`src/rtl/blast_stun_controller.sv`:
```
// -----------------------------------------------------------------------------
// blast_stun_controller
//
// Per-player stun manager for the grid arena. On an explode pulse, every player
// inside a square blast of half-width RADIUS around the bomb cell is hit. Each
// hit player then runs its own STUNNED -> IMMUNE -> READY sequence. stun_mask
// is used to gate movement and immune_mask to tint the sprite.
//
// Ports
//   clk          in   system clock
//   reset        in   synchronous, active-high; aborts all stun/immune phases
//   explode      in   1-cycle pulse, the bomb detonates this cycle
//   bomb_x/y     in   bomb cell coordinates, sampled when explode=1
//   bomb_owner   in   index of the player that planted the bomb
//   pos_x/y      in   packed player coordinates, player i = [i*COORD_W +: COORD_W]
//   stun_mask    out  bit i high while player i is STUNNED
//   immune_mask  out  bit i high while player i is IMMUNE
//   stun_hit     out  1-cycle pulse when player i enters or reloads STUNNED
// -----------------------------------------------------------------------------
module blast_stun_controller #(
  parameter int NUM_PLAYERS   = 2,
  parameter int COORD_W       = 6,
  parameter int RADIUS        = 1,
  parameter int STUN_CYCLES   = 250000000,
  parameter int IMMUNE_CYCLES = 50000000,
  parameter int SELF_STUN     = 1,
  parameter int EXTEND        = 0,
  localparam int OWN_W        = (NUM_PLAYERS > 1) ? $clog2(NUM_PLAYERS) : 1
) (
  input  logic                           clk,
  input  logic                           reset,
  input  logic                           explode,
  input  logic [COORD_W-1:0]             bomb_x,
  input  logic [COORD_W-1:0]             bomb_y,
  input  logic [OWN_W-1:0]               bomb_owner,
  input  logic [NUM_PLAYERS*COORD_W-1:0] pos_x,
  input  logic [NUM_PLAYERS*COORD_W-1:0] pos_y,
  output logic [NUM_PLAYERS-1:0]         stun_mask,
  output logic [NUM_PLAYERS-1:0]         immune_mask,
  output logic [NUM_PLAYERS-1:0]         stun_hit
);

  localparam int MAX_CYC = (STUN_CYCLES > IMMUNE_CYCLES) ? STUN_CYCLES : IMMUNE_CYCLES;
  localparam int TW      = $clog2(MAX_CYC + 1);

  localparam logic [TW-1:0] STUN_LOAD = TW'(STUN_CYCLES - 1);
  localparam logic [TW-1:0] IMM_LOAD  = TW'((IMMUNE_CYCLES > 0) ? IMMUNE_CYCLES - 1 : 0);

  typedef enum logic [1:0] {
    ST_READY   = 2'd0,
    ST_STUNNED = 2'd1,
    ST_IMMUNE  = 2'd2
  } state_e;

  state_e                  state_q   [NUM_PLAYERS];
  state_e                  state_d   [NUM_PLAYERS];
  logic   [TW-1:0]         timer_q   [NUM_PLAYERS];
  logic   [TW-1:0]         timer_d   [NUM_PLAYERS];
  logic   [NUM_PLAYERS-1:0] stun_hit_q;
  logic   [NUM_PLAYERS-1:0] stun_hit_d;

  logic signed [COORD_W:0] dx_s   [NUM_PLAYERS];
  logic signed [COORD_W:0] dy_s   [NUM_PLAYERS];
  logic        [COORD_W:0] dx_abs [NUM_PLAYERS];
  logic        [COORD_W:0] dy_abs [NUM_PLAYERS];
  logic [NUM_PLAYERS-1:0]  hit;

  // Hit test: differences are taken one bit wider than the coordinates, so a
  // bomb at one grid edge never reaches a player at the opposite edge.
  always_comb begin
    hit = '0;
    for (int i = 0; i < NUM_PLAYERS; i++) begin
      dx_s[i]   = $signed({1'b0, pos_x[i*COORD_W +: COORD_W]}) - $signed({1'b0, bomb_x});
      dy_s[i]   = $signed({1'b0, pos_y[i*COORD_W +: COORD_W]}) - $signed({1'b0, bomb_y});
      dx_abs[i] = dx_s[i][COORD_W] ? $unsigned(-dx_s[i]) : $unsigned(dx_s[i]);
      dy_abs[i] = dy_s[i][COORD_W] ? $unsigned(-dy_s[i]) : $unsigned(dy_s[i]);
      // An out-of-range owner index matches nobody, so nobody is exempt.
      hit[i] = explode
             && (int'(dx_abs[i]) <= RADIUS)
             && (int'(dy_abs[i]) <= RADIUS)
             && ((SELF_STUN != 0) || (int'(bomb_owner) != i));
    end
  end

  // Per-channel next state. The timer holds "cycles remaining minus one" so
  // the phase lasts exactly its configured length and stops at zero.
  always_comb begin
    stun_hit_d = '0;
    for (int i = 0; i < NUM_PLAYERS; i++) begin
      state_d[i] = state_q[i];
      timer_d[i] = timer_q[i];
      case (state_q[i])
        ST_READY: begin
          if (hit[i]) begin
            state_d[i]    = ST_STUNNED;
            timer_d[i]    = STUN_LOAD;
            stun_hit_d[i] = 1'b1;
          end
        end
        ST_STUNNED: begin
          if (hit[i] && (EXTEND != 0)) begin
            timer_d[i]    = STUN_LOAD;
            stun_hit_d[i] = 1'b1;
          end else if (timer_q[i] == '0) begin
            if (IMMUNE_CYCLES > 0) begin
              state_d[i] = ST_IMMUNE;
              timer_d[i] = IMM_LOAD;
            end else begin
              state_d[i] = ST_READY;
            end
          end else begin
            timer_d[i] = timer_q[i] - TW'(1);
          end
        end
        ST_IMMUNE: begin
          if (timer_q[i] == '0) begin
            state_d[i] = ST_READY;
          end else begin
            timer_d[i] = timer_q[i] - TW'(1);
          end
        end
        default: begin
          state_d[i] = ST_READY;
          timer_d[i] = '0;
        end
      endcase
    end
  end

  always_ff @(posedge clk) begin
    if (reset) begin
      for (int i = 0; i < NUM_PLAYERS; i++) begin
        state_q[i] <= ST_READY;
        timer_q[i] <= '0;
      end
      stun_hit_q <= '0;
    end else begin
      for (int i = 0; i < NUM_PLAYERS; i++) begin
        state_q[i] <= state_d[i];
        timer_q[i] <= timer_d[i];
      end
      stun_hit_q <= stun_hit_d;
    end
  end

  // Masks decode straight from the state register, so outputs stay registered.
  always_comb begin
    stun_mask   = '0;
    immune_mask = '0;
    for (int i = 0; i < NUM_PLAYERS; i++) begin
      stun_mask[i]   = (state_q[i] == ST_STUNNED);
      immune_mask[i] = (state_q[i] == ST_IMMUNE);
    end
  end

  assign stun_hit = stun_hit_q;

endmodule
```
`config.mk`:
```
export PLATFORM = sky130hd
export DESIGN_NAME = blast_stun_controller
export DESIGN_NICKNAME = d
export VERILOG_FILES = /design/src/rtl/blast_stun_controller.sv
export SDC_FILE = /design/constraint.sdc
export NUM_CORES = 1
export LEC_CHECK = 0
export CAP_MARGIN = 10
export CORE_ASPECT_RATIO = 0.8
export CORE_MARGIN = 3
export CORE_UTILIZATION = 64
export DETAILED_ROUTE_END_ITERATION = 12
export HOLD_SLACK_MARGIN = 0.12
export PLACE_DENSITY = 0.85
export SYNTH_ARGS = -nofsm -noshare
export SYNTH_HDL_FRONTEND = slang
export SYNTH_SLANG_ARGS = --single-unit
```
`constraint.sdc`:
```
create_clock -name clk -period 8.8 [get_ports clk]
set_clock_uncertainty 0.05 [all_clocks]
set_input_delay 1.32 -clock clk [delete_from_list [all_inputs] [get_ports clk]]
set_output_delay 1.32 -clock clk [all_outputs]
set_load 0.005 [all_outputs]
```
Word level (Yosys, flattened, before mapping)
Memories as Yosys holds them, arrays and structs flattened.
Cells that the tools add are included.

word-level totals
  register bits after elaboration = 2
  bits in writable memories = 60
  output and inout port bits = 6
  word-level logic and storage cells = 67
  memories kept = 2

memory list
  memory   words  bits a word  rd ports  clocked after Yosys merged registers in  wr ports  RTL line  source
  timer_q  2      28           2         0                                        2         57        logic [TW-1:0] timer_q [NUM_PLAYERS];
  state_q  2      2            2         0                                        2         55        state_e state_q [NUM_PLAYERS];

cells by class
  $add $sub $neg = 10
  order comparisons = 4
  eq/ne operators = 4
  multiplexer cells = 29
  bitwise gates (word level) = 6
  reduce and logical (&&, ||, !) cells = 10

operators by type and width
  kind                                                            number
  2-to-1 mux 28 bit                                               8
  case mux 28 bit (3 select lines)                                2
  logical NOT 28 bit                                              2
  subtractor 28 x 1 -> 28 bit, second input constant              2
  less-or-equal comparator 7 x 1 -> 1 bit, second input constant  4
  2-to-1 mux 7 bit                                                4
  negation 7 bit                                                  4
  subtractor 6 x 6 -> 7 bit                                       4
  2-to-1 mux 2 bit                                                8
  case mux 2 bit (3 select lines)                                 2
  2-to-1 mux 1 bit                                                5
  == test 2 x 1 -> 1 bit, second input constant                   2
  == test 2 bit, second input constant                            2
  logical AND 1 bit                                               4
  logical NOT 2 bit                                               2
  OR 1 bit                                                        4
  OR reduction 2 bit                                              2
  inverter 1 bit                                                  2

Longest topological paths before layout
  depth after elaboration = 9
  depth in mapped cells = 16
  mapped depth without buffers = 15

Worst setup path after synthesis
OpenSTA, ideal clock, no wires.

  kind = input to register
  start = input port pos_x[0]
  end = memory timer_q[0][0] (netlist name)
  setup time = 60 ps
  arrival time = 4105 ps
  required time = 8690 ps
  path slack = 4585 ps
  stages on the path = 15
  path buffers = 1
  cells stage by stage = inv_1 > ha_1 > inv_1 > fa_1 > inv_1 > ha_1 > a2111oi_0 > o211ai_1 > a31oi_1 > nand4_1 > nor4_2 > a21oi_2 > buf_2 > a2111oi_0 > a31o_1

RTL lines
  element             RTL line  source
  start: declaration  36        input logic [NUM_PLAYERS*COORD_W-1:0] pos_x,
  end: declaration    57

==> flow_summary.ini <==
[cells_and_area]
nets = 810
diodes = 0
area_growth_pct = 12.7
drive_gt1_share_pct = 5.40

[synth]
async_flop_share_pct = 0
synth_top_area_share_pct = 23.8
syn_avg_cell_area_um2 = 7.34
yosys-top-cells-area = dfxtp_1 24%, ha_1 7.2%, nor2_1 5.4%
ys_seq_area_share_pct = 23.8
ys.flop_type = dfxtp_1
synth_nets = 785
yosys_warnings = 0
synthDistinctLibCells = 80
syn_area_mm2 = 0.00522
ys_ff_latch = 62
syn_inst = 711
yosysTopAreaCell = dfxtp_1
synth_edf_count = 0

[clock_network]
cts.htree.levels = 3
clkSlewWorstSetupHoldPaths_ns = 0.07
cts_root_buf = clkbuf_8
postCtsSetupBuffers = 0
cts_tree = done
clkSinkCount = 62
clock_path_buffers = 2
numCtsBuffers = 9
clk_latency_ns = 0.35
hold_buffers = 0
postCtsResizedCells = 0

[detailed_routing]
drtAntennaViolNets = 0
wl_per_cell_um = 17.0
drt_first_pass_iters = 5
drcViolationCount = 0
vias = 5706
first_iter_violations = 718
drt_wl_total_mm = 14.4
viasPerCell = 6.74

[worst_setup_path]
arrival_ns = 5.39
cp_max_fo = 11
endpoint_kind = flip-flop
path_class = in -> reg
critPathRequiredTime_ns = 9.02
start_kind = input pin

[sta]
slew_headroom_pct = 33.4
drv_slew = 0
hold_viol = 0
finalSetupTns_ns = 0
fmaxAchievable_ghz = 0.193
post-route-min-period_ns = 5.17
rsz0062_at_grt = no
setup_viol = 0
worst_pin_slew_ns = 0.998
fin_crit_sh_pct = 58.8

[power_and_ir_drop]
total_power_mw = 0.857
peakVddDrop_uv = 76.6
power_density_mw_per_mm2 = 146
leakagePower_nw = 2.42

[floorplanning]
fp.dieW_um = 107
dieHeight_um = 86.8
die_area_mm2 = 0.00928
pin_count = 46
placementRows = 28
initial_core_util_pct = 68.0
core-area_mm2 = 0.00767

[grt]
grt_overflow = 0
grtUsageTotal_pct = 31.2
antenna_found_initial = 0
grt_pass1_vias = 5303
grt_pass1_wl_mm = 24.0
grt_max_degree = 32

[worst_hold_path]
hold_path.class = reg -> reg

[flow_run]
max_cap_violations = 0

[place]
port-buffer-count = 44
hpwl_mm = 10.6
gp_congestion = 0.941

[status]
status = complete, no violations
## cells in the mapped netlist (all sizes together) (4+ instances only)
cell type   n
o311ai      4
nor3       23
nor2       75
a31o        4
nor2b      15
ha         30
or4         9
a211oi     11
inv        41
nand2b      5
o21ai      52
a21oi      49
xnor2      12
o22ai      11
a31oi      26
nand3      19
dfxtp      62
o2111a      4
o31ai       5
nor3b       6
a21o       10
nor4       12
nand2      66
nand4       4
buf         6
o21a        5
and2        8
or2        12
a311oi      6
xor2        5
clkbuf     25
or3        25
o211a       7
fa          4
## kinds of logic (layout without fill, tap and decap cells)
family,count (synthesis),count (layout),synth area share (%)
flip-flops,62,62,23.8
adder cells (fa/ha/maj),34,34,8.72
AND/OR/NAND/NOR,294,294,29.2
buffers and inverters,72,102,5.51
AO/OA/AOI/OAI,227,227,28.9
XOR/XNOR,17,17,2.85
multiplexers,5,5,1.01
## sequential cells by signal, summed over array words and instances, names as in the netlist
| name | count |
|---|---|
| timer_q | 56 |
| state_q | 4 |
| stun_hit | 2 |
## worst paths after layout
kind	cells past startpoint	startpoint	endpoint	slack, ns
max	13	bomb_y[0]	timer_q[0][53]	3.63
min	2	timer_q[0][17]	timer_q[0][17]	0.43
max reg2reg	10	timer_q[0][1]	timer_q[0][0]	4.86
min reg2reg	2	timer_q[0][17]	timer_q[0][17]	0.43
## cell usage in the layout (no fill, tap or decap), types with 11 or more instances in the layout
cell type	instances
o21ai_0	50
nand2_1	66
nand3_1	19
nor2_1	75
xnor2_1	12
ha_1	30
inv_1	41
clkdlybuf4s50_1	44
a31oi_1	26
dfxtp_1	62
o22ai_1	11
a21oi_1	47
nor2b_1	15
a211oi_1	11
nor3_1	22
or3_1	25
## layout make-up
cell class,instances,area (um2)
clock buffers,12,145
inverters,41,154
flip-flops and latches,62,1240
well taps,105,131
repair buffers,45,448
fillers,574,1790
clock inverters,4,70.1
multi-input cells,577,3690
## worst max-delay path, cell delays in order
cell,delay (ns)
clkdlybuf4s50_1,0.51
ha_1,0.19
inv_1,0.06
fa_1,0.40
a211oi_1,0.28
nor3_1,0.11
o22ai_1,0.41
o31a_1,0.22
o221ai_1,0.12
nor4_1,0.67
nand3_1,0.52
and2_1,0.40
a31oi_1,0.18
## through the flow
step	util, %	setup WS [ns]	cells	instance area, um2	hold slack [ns]
finish	76.6	3.63	846	5880	0.427
detailed placement	73.8	3.40	830	5670	0.410
global placement	73.8	3.46	830	5670	0.405
global route	76.6	3.34	846	5880	0.448
floorplan	-	4.59	711	5220	0.394
CTS	76.6	3.76	846	5880	0.420
## power breakdown
part	leakage, nW	internal [mW]	switching [mW]	total, mW
Clock	0.110	0.167	0.115	0.282
Sequential	0.499	0.284	0.00454	0.289
Combinational	1.81	0.114	0.172	0.286
## per-layer routing
layer / vias up / track usage (%) / part of all wire, %
met5: - / 0 / 0
li1: 2691 / - / -
met2: 332 / 51.0 / 46
met3: 57 / 4.10 / 8.9
met4: 0 / 16.0 / 3.2
met1: 2626 / 40.6 / 42
Power figures use the tool's default switching activity.
